<file path="config.mk">
export PLATFORM = sky130hd
export DESIGN_NAME = uart_tx_arbiter
export DESIGN_NICKNAME = d
export VERILOG_FILES = /design/src/rtl/uart_tx_arbiter.sv
export SDC_FILE = /design/constraint.sdc
export NUM_CORES = 1
export LEC_CHECK = 0
export ABC_AREA = 0
export CORE_MARGIN = 1
export CORE_UTILIZATION = 55
export CTS_BUF_LIST = sky130_fd_sc_hd__clkbuf_2
export DETAILED_ROUTE_END_ITERATION = 6
export GPL_TIMING_DRIVEN = 0
export PLACE_DENSITY = 0.9
export SYNTH_ARGS = -nofsm -noshare
export SYNTH_HDL_FRONTEND = slang
export SYNTH_SLANG_ARGS = --single-unit
</file>
<file path="constraint.sdc">
create_clock -name clk -period 4.3 [get_ports clk]
set_input_delay 0.86 -clock clk [delete_from_list [all_inputs] [get_ports clk]]
set_output_delay 0.86 -clock clk [all_outputs]
set_load 0.02 [all_outputs]
</file>
<file path="src/rtl/uart_tx_arbiter.sv">
// uart_tx_arbiter
//   Round-robin scheduler sharing one UART byte transmitter between NUM_REQ
//   requesters. A grant is held for a whole packet (until a byte flagged with
//   req_last is accepted) so messages never interleave on the serial line.
//   A grant is revoked if no byte is accepted for IDLE_TIMEOUT cycles.
//   One registered output byte sits between the requesters and the transmitter.
//
// Ports
//   clk            system clock
//   rst_n          synchronous active-low reset
//   req_valid      per-requester byte valid
//   req_data       packed request bytes, requester i on [8i+7:8i]
//   req_last       per-requester packet-end marker
//   req_ready      per-requester accept (only the owner, only while buffer free)
//   tx_valid       registered byte available for the transmitter
//   tx_data        registered byte
//   tx_ready       transmitter takes tx_data this cycle
//   grant          one-hot owner of the transmitter, zero when none
//   busy           high while a packet is locked or draining
//   timeout_pulse  one-cycle pulse when a grant is revoked by timeout
module uart_tx_arbiter #(
  parameter int NUM_REQ      = 4,
  parameter int IDLE_TIMEOUT = 27_000_000
) (
  input  logic                 clk,
  input  logic                 rst_n,
  input  logic [NUM_REQ-1:0]   req_valid,
  input  logic [8*NUM_REQ-1:0] req_data,
  input  logic [NUM_REQ-1:0]   req_last,
  output logic [NUM_REQ-1:0]   req_ready,
  output logic                 tx_valid,
  output logic [7:0]           tx_data,
  input  logic                 tx_ready,
  output logic [NUM_REQ-1:0]   grant,
  output logic                 busy,
  output logic                 timeout_pulse
);

  localparam int IDX_W = $clog2(NUM_REQ);
  localparam int CNT_W = $clog2(IDLE_TIMEOUT);
  localparam logic [CNT_W-1:0]   CNT_LAST = CNT_W'(IDLE_TIMEOUT - 1);
  localparam logic [IDX_W-1:0]   IDX_LAST = IDX_W'(NUM_REQ - 1);
  localparam logic [NUM_REQ-1:0] ONE      = NUM_REQ'(1);

  typedef enum logic [1:0] {
    S_IDLE,
    S_LOCKED,
    S_DRAIN
  } state_t;

  state_t           state;
  logic [IDX_W-1:0] owner;
  logic [IDX_W-1:0] rr_ptr;
  logic [CNT_W-1:0] idle_cnt;

  logic             win_found;
  logic [IDX_W-1:0] win_idx;
  logic [IDX_W-1:0] cand;
  logic             buf_free;
  logic             accept;
  logic [7:0]       owner_byte;

  // Round-robin search starting at rr_ptr; the first valid index wins.
  always_comb begin
    win_found = 1'b0;
    win_idx   = '0;
    cand      = '0;
    for (int k = 0; k < NUM_REQ; k++) begin
      cand = IDX_W'((int'(rr_ptr) + k) % NUM_REQ);
      if (!win_found && req_valid[cand]) begin
        win_found = 1'b1;
        win_idx   = cand;
      end
    end
  end

  // The output buffer can take a new byte when empty or being emptied now.
  assign buf_free   = !tx_valid || tx_ready;
  assign owner_byte = req_data[{owner, 3'b000} +: 8];
  assign accept     = (state == S_LOCKED) && req_valid[owner] && buf_free;
  assign req_ready  = (state == S_LOCKED && buf_free) ? (ONE << owner) : '0;

  always_ff @(posedge clk) begin
    if (!rst_n) begin
      state         <= S_IDLE;
      owner         <= '0;
      rr_ptr        <= '0;
      grant         <= '0;
      busy          <= 1'b0;
      tx_valid      <= 1'b0;
      tx_data       <= '0;
      timeout_pulse <= 1'b0;
      idle_cnt      <= '0;
    end else begin
      timeout_pulse <= 1'b0;
      case (state)
        S_IDLE: begin
          if (win_found) begin
            state    <= S_LOCKED;
            owner    <= win_idx;
            grant    <= ONE << win_idx;
            busy     <= 1'b1;
            idle_cnt <= '0;
          end
        end

        S_LOCKED: begin
          if (accept) begin
            tx_data  <= owner_byte;
            tx_valid <= 1'b1;
            idle_cnt <= '0;
            if (req_last[owner]) begin
              state <= S_DRAIN;
            end
          end else begin
            if (tx_ready) begin
              tx_valid <= 1'b0;
            end
            if (idle_cnt == CNT_LAST) begin
              // Revoke the grant; any byte still buffered drains first.
              state         <= S_DRAIN;
              timeout_pulse <= 1'b1;
            end else if (idle_cnt != '1) begin
              idle_cnt <= idle_cnt + 1'b1;
            end
          end
        end

        S_DRAIN: begin
          if (buf_free) begin
            tx_valid <= 1'b0;
            grant    <= '0;
            busy     <= 1'b0;
            // The requester that just finished gets lowest priority next.
            rr_ptr   <= (owner == IDX_LAST) ? '0 : owner + 1'b1;
            state    <= S_IDLE;
          end
        end

        default: begin
          state <= S_IDLE;
        end
      endcase
    end
  end

endmodule
</file>
==> results, run 1 <==
- The flow ran to the end, but the final reports show violations.
- The checks that failed: DRC.
- The sum of routed wire length over all layers is 7080 um.
- The share of cells above drive strength 1 is 0.0865.
- Once layout is complete, the utilization of the core stands at 0.744.
- After detailed placement, the total cell area comes to 3290 um2.
- The worst setup path is captured at an output pin.
- In this run, the number of DRC markers left after iteration 0 of detailed routing was 291.
- The clock period minus worst slack is 3.53 ns.
- The clock slew seen by the registers of the worst setup and hold paths is 0.24 ns.
- The number of endpoints with negative hold slack in the final report was 0.
- Max-cap violations in this run came to 0.
- The die covers 5030 um2.
- During placement, the flow inserted port buffers numbering 61.
- The total overflow left after global routing is 0.
- VDD sags by at most 0.000238 V.
- The register bit count reported by yosys is 46.
- Routability-driven placement finished with a final weighted congestion of 0.915.
- For this block, wires on met1 add up to 3020 um.
- The wire length of the first global-routing pass is 11400 um.
- The buffer count from post-CTS setup fixing is 0.
- The share of the Yosys chip area taken by registers is 0.352.
- After synthesis the cells add up to 2620 um2.
- Among all flip-flop cells after synthesis, the most frequent one is sky130_fd_sc_hd__dfxtp_1.
- The count of different cell masters after synthesis is 51.
- The highest metal layer carrying signal wires in the routed design is met4.
- For the pin with the worst max-slew slack, the measured transition is 0.772 ns.
- The H-tree depth reported by CTS is 2.
- In the layout the commonest cells are sky130_fd_sc_hd__clkdlybuf4s50_1 (61), sky130_fd_sc_hd__dfxtp_1 (46), sky130_fd_sc_hd__nor2_1 (43).
- For this run, the total global-route usage over all layers was measured as 0.291.
- The worst setup path is launched from a register.
- The number of stages on the worst hold path is 2.
- The initial antenna violation count is 0.
- The number of nets with antenna violations after routing is 0.
- The pin count of the biggest net entering global routing is 14.
- Compared with the post-synthesis result, the final layout area differs by 27.3%.
- When the netlist entered floorplanning its net count stood at 349.
- The antenna cell count is 0.
- For the worst flop-to-flop path, the logic depth is 7.
- Prior to clock tree synthesis, the placed netlist has a worst setup slack of 0.984 ns.
- The filler cell count is 343.
- The worst hold-check path type is register to register.
- After the last flow step, the layout net total stands at 417.
- Summed over all nets, wire length on met2 after detailed routing comes to 3500 um.
- Timing would allow up to 284 MHz.
- The worst slew slack as a fraction of its limit is 0.480.
- The post-DP HPWL is 5450 um.
- The worst clock skew is 0.0331 ns.
- The async set-reset flop share out of synthesis is 0.
- The most common library cell in the layout ignoring fill and taps is sky130_fd_sc_hd__clkdlybuf4s50_1.
- Setup repair after global routing left no endpoint under its margin.
- TritonCTS created 5 clock buffers.
- The number of hold-repair buffers added at the cts stage is 0.
- The average wire per standard cell is 16.8 um.
- The via count of the first global-routing pass is 2427.
- The effective utilization at floorplan is 0.584.
- The number of top-level pins is 62.
- The number of pins with negative max-slew slack in the final report was 0.
- The worst hold path begins at idle_cnt[23].
- The share of the cycle needed by the critical path after routing is 0.820.
- In the routed design, unresolved DRC markers number 2.
- In this run the vertical extent of the chip is 71.0 um.
- The origin of the critical flop-to-flop path is idle_cnt[0].
- The synthesized area divided by synthesized cell count is 8.69 um2.
- The design area is 3330 um2.
- The clock reaches the later pin of the worst-skew pair after 0.43 ns.
- TritonCTS built the clock tree.
- The final worst-path setup slack is 0.773 ns.
- Synthesis handed over a netlist of 301 instances.
- The endpoint of the worst hold-timing path is idle_cnt[23].
- The final-layout setup total negative slack is 0 ns.
- No sink is reached through more buffers than the 2 on the longest clock path.
- After clock tree synthesis, the repair step resized 0 gates.
- The Yosys step of the flow raised 0 warnings.
- From left edge to right edge, the die measures 71.0 um.
- After floorplanning, the core was sized to cover 4470 um2.
- The worst endpoint required time is 3.44 ns.
- The number of clock sinks is 46.
- Setup slack on the worst reg-to-reg path comes out at 1.84 ns.
- The critical path is of the register to output pin type.
- The detailed-router iteration count before antenna repair is 7.
- Setup violations remaining at the end of the flow were counted as 0.
- The routed via count is 2675.
- The arrival time at the worst endpoint is 2.67 ns.
- The power density over cell area is 276 nW/um2.
- The number of vias per cell is 6.34.
- The endpoint identified for the worst register-to-register timing path is idle_cnt[20].
- Detailed routing placed a total of 390 um of wire on met3.
- Of all nets on the critical path, the largest fanout is 10.
- The CTS root buffer is sky130_fd_sc_hd__clkbuf_2.
- The number of placement rows is 24.
- The static leakage power is 1.18 nW.
- The count of flip-flops with a built-in enable after synthesis is 0.
state kept, by name, indices dropped and copies added (netlist names):
name and count:
idle_cnt 25, tx_data 8, timeout_pulse 1, tx_valid 1, busy 1, owner 2
state 2, rr_ptr 2, grant 4
critical path, stage by stage, from the launching register on:
cell and delay [ns]:
sky130_fd_sc_hd__dfxtp_1 0.56, sky130_fd_sc_hd__buf_1 0.57, sky130_fd_sc_hd__inv_1 0.18, sky130_fd_sc_hd__ha_1 0.24
sky130_fd_sc_hd__and2_1 0.13, sky130_fd_sc_hd__clkdlybuf4s50_1 0.54
routing by layer:
| metal | vias to the layer above | GRT usage |
|---|---|---|
| met5 | - | 0 |
| met4 | 0 | 0.118 |
| met3 | 17 | 0.0484 |
| met2 | 119 | 0.476 |
| met1 | 1265 | 0.383 |
| li1 | 1274 | - |
worst max-delay path by stage:
stage	depth (start not counted)	slack (ns)	to	startpoint
4_1_cts	5	0.75	req_ready[0]	owner[0]
5_1_grt	5	0.58	req_ready[2]	owner[0]
2_1_floorplan	5	1.90	idle_cnt[10]	req_valid[3]
6_report	5	0.77	req_ready[0]	owner[0]
3_3_place_gp	5	1.00	req_ready[3]	tx_ready
3_5_place_dp	5	0.98	req_ready[3]	tx_ready
power breakdown:
group / switching (mW) / internal, mW
sequential: 0.0201 / 0.448
clock: 0.139 / 0.0399
combinational: 0.140 / 0.132
cells by family (layout without fill, tap and decap cells):
group                    count (synthesis)  after routing  synth area share
multiplexers                            21             21             0.128
AND/OR/NAND/NOR                        120            120             0.244
AO/OA/AOI/OAI                           84             84             0.208
adder cells (fa/ha/maj)                  5              5            0.0239
XOR/XNOR                                 2              2           0.00670
buffers and inverters                   23             92            0.0373
flip-flops                              46             46             0.352
metrics by stage:
step / std cells / hold WS, ns / power [mW]
floorplan: 301 / 0.437 / 0.634
global placement: 414 / 0.451 / 0.739
detailed placement: 414 / 0.461 / 0.745
CTS: 422 / 0.508 / 0.918
finish: 422 / 0.510 / 0.919
global route: 422 / 0.531 / 0.960
final cells by class:
cell class,instances,area [um2],share of cell area
Clock inverter,2,8.76,0.00263
Tap cell,52,65.1,0.0195
Clock buffer,6,30.0,0.00902
Multi-Input combinational cell,232,1600,0.480
Buffer,12,56.3,0.0169
Inverter,11,41.3,0.0124
Timing Repair Buffer,61,611,0.183
Sequential cell,46,921,0.277
Yosys cell counts, types with 6 or more instances:
cell type	number	area share
sky130_fd_sc_hd__a21oi_1	28	0.054
sky130_fd_sc_hd__and2_1	8	0.019
sky130_fd_sc_hd__dfxtp_1	46	0.35
sky130_fd_sc_hd__inv_1	11	0.016
sky130_fd_sc_hd__mux2i_1	11	0.042
sky130_fd_sc_hd__mux4_2	10	0.086
sky130_fd_sc_hd__nand2_1	16	0.023
sky130_fd_sc_hd__nand3_1	10	0.019
sky130_fd_sc_hd__nand4_1	8	0.019
sky130_fd_sc_hd__nor2_1	43	0.062
sky130_fd_sc_hd__o21ai_0	14	0.027
sky130_fd_sc_hd__or3_1	6	0.014
sky130_fd_sc_hd__or4_1	6	0.017
Power figures use the tool's default switching activity.
==> run 2: changes to the inputs <==
CORE_UTILIZATION = 47   (was 55)
PLACE_DENSITY = 0.82   (was 0.9)
clock period = 2.9 ns   (was 4.3 ns; I/O delays follow)
==> run 2 against run 1 <==
  * The flow now finishes without violations
  * Setup slack got worse by 0.64 ns
  * Sequential power increased by 48%
  * Sequential share of layout area decreased by 0.20 points
  * Power increased by 49%
  * Utilization decreased by 10 points
  * Largest cell class unchanged
==> results, run 2 (synthesized netlist as in run 1, its figures left out) <==
- The flow ran to the end, and the final reports show no timing, DRC or antenna violations.
- The initial antenna violation count is 0.
- The final cell count without fillers is 440.
- The share of total power in the clock network is 0.196.
- The number of nets with antenna violations after routing is 0.
- The fraction of power spent switching nets is 0.326.
- Setup repair after global routing left no endpoint under its margin.
- The detailed-router iteration count before antenna repair is 5.
- The largest fanout on the critical path is 5.
- The number of vias per cell is 5.95.
- The largest registers in the layout are idle_cnt x25, tx_data x8, grant x4.
- Summed over all failing endpoints, the final setup total negative slack is 0 ns.
- The most common library cell in the layout ignoring fill and taps is sky130_fd_sc_hd__clkdlybuf4s50_1.
- The die is 76.6 um tall.
- The design area is 3360 um2.
- The number of top-level pins is 62.
- The share of total power dissipated in sequential elements is 0.507.
- For this run, design rule violations remaining after detail routing come to 0.
- The clock period minus worst slack is 2.77 ns.
- STA classifies the critical path endpoint as an output pin.
- Derived from the worst setup path, the maximum achievable clock frequency is 361 MHz.
- The filler cells instantiated in the layout total 447.
- The routed layout has 2618 vias.
- After detailed routing, the average wire length per cell comes to 16.0 um.
- The number of pins with negative max-slew slack in the final report is 0.
- The number of endpoints with negative hold slack in the final report is 0.
- The worst endpoint required time is 2.32 ns.
- The register with the most flip-flops is idle_cnt.
- The combinational power share is 0.296.
- Once placement completed, the tool counted placed cells totaling 432.
- Leaving out fill and tap cells, the most frequent cells in the layout are sky130_fd_sc_hd__clkdlybuf4s50_1 (61), sky130_fd_sc_hd__dfxtp_1 (45), sky130_fd_sc_hd__nor2_1 (43).
- Power spread over the standard cell area amounts to 407 nW/um2.
- Headroom to the max-slew limit came out at 0.540.
- The floorplan has 26 rows.
- Across every metal layer, demand over resource in global routing totals 0.247.
- The post-DP HPWL is 5400 um.
- The number of max-capacitance violations reported is 0.
- The setup violation total in the final timing report is 0.
- The core box area is 5240 um2.
- TritonCTS built the clock tree.
- After the last flow step, the layout net total stands at 417.
- The via count of the first global-routing pass is 2447.
- The first global-routing pass estimated 11500 um of wire.
- The transition time at the pin with the least slew margin is 0.684 ns.
- The worst hold-check path type is register to register.
- The sum of routed wire length over all layers is 7050 um.
- The arrival time at the worst endpoint is 2.19 ns.
- Across all hold checks on the routed design, the worst slack comes to 0.511 ns.
- Of the available clock period, the critical path in the final layout requires 0.955.
- Summed over all cells, the static leakage comes to 1.19 nW.
- The register with the most flip-flops in the layout has 25 of them.
- The antenna cell count is 0.
- The cell area reported after detailed placement is 3310 um2.
- In this run the power spent charging and discharging nets is 445 uW.
- The first routing iteration left 207 violations.
- The minimum setup slack after placement is 0.0433 ns.
- Of the cells placed in the final design, the portion with a size suffix greater than 1 is 0.0946.
- The insertion delay to the later sink of the worst-skew pair is 0.44 ns.
- The startpoint kind of the worst setup timing path is an input port.
- The die width is 76.6 um.
- The buffer depth of the longest clock path is 2.
- The clock slew seen by the registers of the worst setup and hold paths is 0.20 ns.
- Summed over all layers, the global routing overflow is 0.
- The total clock buffers created by CTS is 5.
- The effective utilization at floorplan is 0.499.
- Entering global routing, the biggest net connects 14 pins.
- Cell internal power was estimated by the tool at 920 uW.
- The synthesis-to-layout area growth is 28.4%.
- The H-tree generated during clock tree synthesis spans 2 levels.
- The die covers 5870 um2.
- The congestion estimate from routability-driven global placement came to 0.838.
- Once routing completed, OpenROAD measured the worst setup slack at 0.131 ns.
- In this run, post-CTS hold repair placed 0 buffers.
- The worst setup path is of the input port to output pin kind.
- Across the routed clock network, the largest skew measured is 0.0343 ns.
- The highest ir drop seen on vdd is 0.000231 V.
- The clock net in this run drives a total of 46 sinks.
- The cell sitting at the root of the clock tree is a sky130_fd_sc_hd__clkbuf_2.
- The count of buffers added on input and output ports is 61.
[run 2: changes by cell type in the layout (fill, tap and decap cells not counted)]
cell,change
sky130_fd_sc_hd__dfxtp_1,-1
sky130_fd_sc_hd__dfxtp_2,+1
sky130_fd_sc_hd__buf_2,+1
sky130_fd_sc_hd__buf_1,-2
sky130_fd_sc_hd__buf_4,+1
[run 2: area by class of cell]
class                   count  area, um2  area share
inverters                  11       41.3      0.0123
multi-input cells         232       1600       0.475
clock inverters             2       8.76     0.00261
plain buffers              12       61.3      0.0183
well taps                  70       87.6      0.0261
flip-flops and latches     46        922       0.275
clock buffers               6       30.0     0.00894
repair buffers             61        611       0.182
[run 2: repair_timing]
action	CTS	global route
setup buffers	0	0
gates resized for setup	3	1
endpoints found under the setup margin	3	2
[run 2: final timing paths]
path              depth (start not counted)  slack, ns        start           end
hold reg to reg                           2       0.51         busy          busy
setup reg to reg                          7       0.52  idle_cnt[0]  idle_cnt[20]
setup / recovery                          5       0.13     tx_ready  req_ready[0]
hold / removal                            2       0.51         busy          busy
[run 2: routing by layer]
metal | global-route usage | wire length [um]
met1 | 0.320 | 3040
met4 | 0.117 | 164
met2 | 0.405 | 3420
met3 | 0.0359 | 421
met5 | 0 | 0
[run 2: metrics by stage]
step | utilization | power [mW]
floorplan | - | 0.940
global placement | 0.633 | 1.10
detailed placement | 0.633 | 1.11
CTS | 0.641 | 1.37
global route | 0.641 | 1.44
finish | 0.641 | 1.37
[run 2: power groups by stage]
stage / clock [mW] / sequential (mW) / combinational [mW]
floorplan: 0 / 0.724 / 0.216
CTS: 0.275 / 0.693 / 0.404
detailed placement: 0 / 0.705 / 0.401
global placement: 0 / 0.704 / 0.396
global route: 0.302 / 0.700 / 0.436
finish: 0.268 / 0.693 / 0.405
[run 2: worst max-delay path: stages]
cell	delay, ns
sky130_fd_sc_hd__clkdlybuf4s50_1	0.49
sky130_fd_sc_hd__nor2b_1	0.08
sky130_fd_sc_hd__nor2_1	0.25
sky130_fd_sc_hd__and2_1	0.17
sky130_fd_sc_hd__clkdlybuf4s50_1	0.62
